--- src/rtl/siso_word_serializer.sv ---
// Word-to-bitstream front end: buffers one parallel word and streams it MSB-first with a strobe.
// Optional even-parity bit after the LSB when SISO_WORD_SERIALIZER_PARITY_EN is defined.
module siso_word_serializer #(
  parameter int unsigned DATA_WIDTH = 16,
  parameter int unsigned GAP_CYCLES = 0
) (
  input  logic                  Clk_In,
  input  logic                  Reset_In,
  input  logic                  Enable_In,
  input  logic [DATA_WIDTH-1:0] Data_In,
  input  logic                  Data_Valid_In,
  output logic                  Data_Ready_Out,
  output logic                  Serial_Data_Out,
  output logic                  Shift_Data_Signal_Out,
  output logic                  Busy_Out,
  output logic                  Word_Done_Out
);

  localparam int unsigned CntW = $clog2(DATA_WIDTH + 1);
  localparam int unsigned GapW = (GAP_CYCLES > 0) ? $clog2(GAP_CYCLES + 1) : 1;
  localparam logic [CntW-1:0] CntLast = CntW'(DATA_WIDTH - 1);
  localparam logic [GapW-1:0] GapLast = GapW'((GAP_CYCLES > 0) ? GAP_CYCLES - 1 : 0);
  localparam bit HasGap = (GAP_CYCLES > 0);

  typedef enum logic [1:0] {
    StIdle   = 2'd0,
    StShift  = 2'd1,
`ifdef SISO_WORD_SERIALIZER_PARITY_EN
    StParity = 2'd3,
`endif
    StGap    = 2'd2
  } state_e;

  state_e                state_q;
  logic [DATA_WIDTH-1:0] hold_data_q;
  logic                  hold_full_q;
  logic [DATA_WIDTH-1:0] word_q;
  logic [CntW-1:0]       cnt_q;
  logic [GapW-1:0]       gap_q;
  logic                  done_q;
`ifdef SISO_WORD_SERIALIZER_PARITY_EN
  logic                  parity_q;
`endif

  logic accept;
  logic shift_last;
  logic frame_end;
  logic gap_end;
  logic load_now;

  always_comb begin
    accept     = Data_Valid_In && Data_Ready_Out;
    shift_last = (state_q == StShift) && (cnt_q == CntLast);
`ifdef SISO_WORD_SERIALIZER_PARITY_EN
    frame_end  = (state_q == StParity);
`else
    frame_end  = shift_last;
`endif
    gap_end    = (state_q == StGap) && (gap_q == GapLast);
    // Back-to-back reload only happens straight out of a frame when there is no gap.
    load_now   = hold_full_q &&
                 ((state_q == StIdle) || (frame_end && !HasGap) || gap_end);
  end

  always_ff @(posedge Clk_In or posedge Reset_In) begin
    if (Reset_In) begin
      state_q     <= StIdle;
      hold_data_q <= '0;
      hold_full_q <= 1'b0;
      word_q      <= '0;
      cnt_q       <= '0;
      gap_q       <= '0;
      done_q      <= 1'b0;
`ifdef SISO_WORD_SERIALIZER_PARITY_EN
      parity_q    <= 1'b0;
`endif
    end else if (Enable_In) begin
      done_q <= frame_end;
      if (accept) begin
        hold_data_q <= Data_In;
        hold_full_q <= 1'b1;
      end
      if (state_q == StShift) begin
        word_q <= {word_q[DATA_WIDTH-2:0], 1'b0};
        cnt_q  <= cnt_q + CntW'(1);
      end
      if (load_now) begin
        word_q      <= hold_data_q;
        hold_full_q <= 1'b0;
        cnt_q       <= '0;
        state_q     <= StShift;
`ifdef SISO_WORD_SERIALIZER_PARITY_EN
        parity_q    <= ^hold_data_q;
`endif
      end else if (frame_end) begin
        gap_q   <= '0;
        state_q <= HasGap ? StGap : StIdle;
`ifdef SISO_WORD_SERIALIZER_PARITY_EN
      end else if (shift_last) begin
        state_q <= StParity;
`endif
      end else if (gap_end) begin
        state_q <= StIdle;
      end else if (state_q == StGap) begin
        gap_q <= gap_q + GapW'(1);
      end
    end
  end

  // Strobe is gated by the enable so a frozen stream never shifts the downstream register.
  always_comb begin
    Data_Ready_Out        = Enable_In && !hold_full_q;
    Busy_Out              = (state_q != StIdle) || hold_full_q;
    Word_Done_Out         = done_q;
`ifdef SISO_WORD_SERIALIZER_PARITY_EN
    Shift_Data_Signal_Out = Enable_In && ((state_q == StShift) || (state_q == StParity));
    Serial_Data_Out       = (state_q == StParity) ? parity_q : word_q[DATA_WIDTH-1];
`else
    Shift_Data_Signal_Out = Enable_In && (state_q == StShift);
    Serial_Data_Out       = word_q[DATA_WIDTH-1];
`endif
  end

endmodule

--- config.mk ---
export PLATFORM = sky130hd
export DESIGN_NAME = siso_word_serializer
export DESIGN_NICKNAME = d
export VERILOG_FILES = /design/src/rtl/siso_word_serializer.sv
export SDC_FILE = /design/constraint.sdc
export NUM_CORES = 1
export LEC_CHECK = 0
export CAP_MARGIN = 40
export CORE_ASPECT_RATIO = 0.5
export CORE_MARGIN = 2
export CORE_UTILIZATION = 32
export DETAILED_ROUTE_END_ITERATION = 8
export PLACE_DENSITY = 0.5
export SLEW_MARGIN = 40
export SYNTH_ARGS = -nofsm -noshare
export SYNTH_HDL_FRONTEND = slang
export SYNTH_SLANG_ARGS = --single-unit
--- constraint.sdc ---
create_clock -name Clk_In -period 5.7 [get_ports Clk_In]
set_clock_uncertainty 0.15 [all_clocks]
set_input_delay 0.57 -clock Clk_In [delete_from_list [all_inputs] [get_ports Clk_In]]
set_output_delay 0.57 -clock Clk_In [all_outputs]
set_load 0.005 [all_outputs]
### After elaboration in Yosys (flattened, before gate mapping)

Index checks and enable logic that the tools add are counted.
W data, S select, Z words.

* bits in registers: 42
* input bits: 20
* word-level logic and storage cells: 48

* equal/unequal tests: 4
* bitwise gates (word level): 2
* multiplexer cells: 12
* reduce and logical (&&, ||, !) cells: 21
* add/subtract/negate cells: 2

Operator list (count)
* $mux W16: 2
* $mux W5: 2
* $reduce_and A2 Y1: 4
* $reduce_bool A2 Y1: 4
* $logic_and A1 B1 Y1: 6
* $mux W2: 3
* $add A5 B1 Y5 const B: 1
* $eq A5 B4 Y1 const B: 1
* $mux W1: 5
* $reduce_and A4 Y1: 1
* $logic_or A1 B1 Y1: 3
* $reduce_bool A3 Y1: 1
* $eq A2 B1 Y1 const B: 1
* $eq A2 B2 Y1 const B: 1
* $logic_not A2 Y1: 1
* $ne A2 B2 Y1 const B: 1
* $not A1 Y1: 2
* $add A1 B1 Y1 const B: 1
* $logic_not A1 Y1: 1

### Logic depth before layout (Yosys ltp)

* depth after elaboration: 7
* depth in mapped cells: 8

### Worst setup path after synthesis

Ideal clock, no wire load.

* kind: reg2reg
* from: register cnt_q[0]
* to: register word_q[15]
* setup time: 126 ps
* path slack: 3802 ps
* data arrival time: 1622 ps
* clock period less this slack: 1898 ps
* stages on the path, launching flop included: 9
* path through: dfrtp_1 ha_1 and3_1 ha_1 nand2b_1 buf_2 buf_4 a31oi_1 a21oi_1

* longest elaborated chain between the ends: 7

Ends and longest elaborated chain
* start: declaration: line 38 `logic [CntW-1:0] cnt_q;`
* start signal: assignment: line 85 `cnt_q <= cnt_q + CntW'(1);`
* $eq A5 B4 Y1 (*): line 53 `shift_last = (state_q == StShift) && (cnt_q == CntLast);`
* $logic_and A1 B1 Y1 (*): line 53
* $logic_or A1 B1 Y1 (*) (2 in series): line 62 `((state_q == StIdle) || (frame_end && !HasGap) || gap_end);`
* $logic_and A1 B1 Y1 (*): line 61 `load_now = hold_full_q &&`
* $reduce_bool A2 Y1 (no line)
* $reduce_and A2 Y1 (no line)
* end signal: assignment: line 84 `word_q <= {word_q[DATA_WIDTH-2:0], 1'b0};`
* end signal: assignment: line 88 `word_q <= hold_data_q;`
* end: declaration: line 37 `logic [DATA_WIDTH-1:0] word_q;`

Every way passes the cells marked *; elsewhere a longest branch is shown, timed or not.
A chain may end at the register's enable or synchronous reset.

### Worst setup path after layout

* from: input port Enable_In
* to: output port Data_Ready_Out

* longest elaborated chain between the ends: 1

Ends and longest elaborated chain
* start: declaration: line 9 `input logic Enable_In,`
* $logic_and A1 B1 Y1: line 112 `Data_Ready_Out = Enable_In && !hold_full_q;`
* end: declaration: line 12 `output logic Data_Ready_Out,`

No other way between the ends.

==> reports/qor.txt <==
=============================================================================
Number of hold buffers added after cts                                      0
Final GP Congestion                                                     0.667
Total routing resource utilization after global routing                 0.125
Commonest cells after routing, fill and taps aside               40 x sky130_fd_sc_hd__dfrtp_1, 24 x sky130_fd_sc_hd__clkdlybuf4s50_1, 20 x sky130_fd_sc_hd__o21ai_0
Netlist cell types                                                         31
Number of flops mapped to enable cells by yosys                             0
Critical Path AT                                                      1.99 ns
Power consumption                                                    0.925 mW
Vias                                                                     1344
Final HPWL from detailed placement                                    2380 um
Pin count of the biggest net entering global routing                       41
Power density of the placed cells                                 410 nW/um^2
Relative slew slack                                                     0.557
Antenna violations before repair                                            0
Post-DP Area                                                        2120 um^2
Post-synthesis cell count                                                 168
Clk Tree Root Cell                                               sky130_fd_sc_hd__clkbuf_16
Die boundary height                                                   58.1 um
Worst Setup Slack, final                                              2.99 ns
Peak ir drop on the vdd network                                      0.137 mV
Crit path time final                                                  2.71 ns
Inserted Clock Buffers                                                      5
Detail-routed net length per standard cell                            14.2 um
Number of rows in the core area                                            19
Leading cell type in the layout, fill and taps excluded          sky130_fd_sc_hd__dfrtp_1
Share of the yosys chip area belonging to registers                     0.535
Startpoint kind of the worst setup timing path                   primary input
Final setup vio count                                                       0
Origin of the worst min-delay path                               hold_data_q[0]$_DFFE_PP0P_
Post-synth top flop                                              sky130_fd_sc_hd__dfrtp_1
Worst reg-to-reg setup slack                                          3.32 ns
Number of H-tree levels                                                     2
Antenna cell count                                                          0
Asr flop ratio synth                                                     1.00
Total Negative Setup Slacks                                              0 ns
Terminating pin of the worst hold path                           word_q[0]$_DFFE_PP0P_
Latest clock arrival within the worst-skew pair                       0.28 ns
Finished layout cell area                                           2250 um^2
Average size of a mapped cell                                       11.1 um^2
Flops & latches, synth                                                     40
Slew @ Worst Pin                                                     0.661 ns
Highest net fanout along the worst path                                    13
Status                                                           finished clean
Max Transition Viols Final                                                  0
DRC                                                                         0
Max Clk Rate                                                          369 MHz
Longest Clk Path Bufs                                                       2
Ys Warns                                                                    0
Type of the setup path with the least slack                      primary input to primary output
Reg-to-reg critical path startpoint                              cnt_q[0]$_DFFE_PP0P_
Type of destination of the critical path                         primary output
Aggregate routed wire length                                          3720 um
Final period utilization                                                0.475
Proportion of layout cells with a drive suffix above 1                  0.153
Lkg Pwr                                                              0.947 nW
Netlist area before placement                                       1870 um^2
Smallest hold slack                                                  0.339 ns
Initial standard-cell utilization of the core                           0.336
Post-layout net count                                                     211
Required time reported for the critical path endpoint                 4.98 ns
Max Cap Viol                                                                0
Aggregate global routing overflow                                           0
Total die area                                                      6510 um^2
Synthesized Nets                                                          190
Placed Instances                                                          255
Core ar.                                                            5560 um^2
Count of buffers added by post-CTS timing repair for setup                  0
DRC marker count from the first detailed-route iteration                   76
Count of input and output buffers                                          24
Area growth from synthesis to layout                                    20.5%
Type of the most critical hold path                              flip-flop to flip-flop
Number of global-route vias before repair                                1256
Final core area utilization                                             0.405
Hold Violations, Final                                                      0
CTS tree                                                                built
Worst hold path depth                                                       1
Number of standard cells in the final layout excluding fillers            262
Total I/O pin count                                                        25
Unrepaired setup endpoints after global routing                         false
Chip Width                                                             112 um
Number of sinks on the clock net                                           40
First-pass GRT wire length                                            6280 um
Worst slack at placement                                              2.97 ns
Resized Gates After CTS                                                     0
CTS clk-pin slew, worst paths                                         0.05 ns
R2R Path End                                                     word_q[0]$_DFFE_PP0P_
Vias per cell                                                            5.13
Remaining antenna violation count                                           0
Path depth of the worst reg2reg path                                        6
1st-pass router iterations                                                  4
=============================================================================
[kinds of logic after synthesis]
group | after synthesis | share of synthesized area
adder cells (fa/ha/maj) | 2 | 0.0134
AND/OR/NAND/NOR | 32 | 0.0863
AO/OA/AOI/OAI | 60 | 0.180
multiplexers | 16 | 0.116
buffers and inverters | 18 | 0.0689
flip-flops | 40 | 0.535
[area by class of cell]
cell class / count / area (um^2)
Sequential cell: 40 / 1000
Clock buffer: 6 / 129
Tap cell: 73 / 91.3
Timing Repair Buffer: 27 / 263
Inverter: 5 / 23.8
Multi-Input combinational cell: 110 / 741
Fill cell: 545 / 3310
Clock inverter: 1 / 5.00
[worst max path at each step]
stage / end / cells past startpoint / slack, ns / from
after floorplan: word_q[15]$_DFFE_PP0P_ / 8 / 3.80 / cnt_q[0]$_DFFE_PP0P_
after detailed placement: Data_Ready_Out / 3 / 2.97 / Enable_In
after global routing: Data_Ready_Out / 3 / 2.89 / Enable_In
after CTS: Data_Ready_Out / 3 / 2.97 / Enable_In
final: Data_Ready_Out / 3 / 2.99 / Enable_In
after global placement: Data_Ready_Out / 3 / 2.99 / Enable_In
[metal layers]
metal	vias to the layer above	part of all wire	track usage
met5	-	0	0
met4	0	0.016	0.0575
met3	5	0.044	0.0387
met2	29	0.43	0.180
met1	671	0.50	0.174
li1	639	-	-
[worst max-delay path, stage by stage]
cell and delay (ns):
sky130_fd_sc_hd__clkdlybuf4s50_1 0.74, sky130_fd_sc_hd__nor2b_1 0.18, sky130_fd_sc_hd__clkdlybuf4s50_1 0.50
[flip-flops by register name (all words and copies together), names as in the netlist]
| name | count |
|---|---|
| hold_data_q | 16 |
| state_q | 1 |
| Word_Done_Out | 1 |
| hold_full_q | 1 |
| word_q | 16 |
| cnt_q | 5 |
[cells in the mapped netlist (2+ instances only)]
library cell / number / area [um^2]
sky130_fd_sc_hd__mux2_2: 6 / 67.6
sky130_fd_sc_hd__o21ai_1: 2 / 10.0
sky130_fd_sc_hd__a31oi_1: 15 / 93.8
sky130_fd_sc_hd__o21ai_0: 20 / 100
sky130_fd_sc_hd__buf_6: 3 / 33.8
sky130_fd_sc_hd__a21oi_1: 17 / 85.1
sky130_fd_sc_hd__ha_1: 2 / 25.0
sky130_fd_sc_hd__a22o_1: 2 / 17.5
sky130_fd_sc_hd__dfrtp_1: 40 / 1000
sky130_fd_sc_hd__mux2_4: 10 / 150
sky130_fd_sc_hd__buf_2: 3 / 15.0
sky130_fd_sc_hd__o21a_1: 2 / 15.0
sky130_fd_sc_hd__and3_1: 2 / 12.5
sky130_fd_sc_hd__nor2_1: 17 / 63.8
sky130_fd_sc_hd__inv_1: 4 / 15.0
sky130_fd_sc_hd__buf_4: 5 / 37.5
sky130_fd_sc_hd__nand2_1: 3 / 11.3
sky130_fd_sc_hd__nand3_1: 2 / 10.0
[power by group]
part	internal (mW)	switching [mW]	total (mW)
clock network	0.159	0.102	0.261
logic	0.125	0.0898	0.214
registers	0.390	0.0603	0.450
Note: power is estimated with default switching activity, not from simulation.
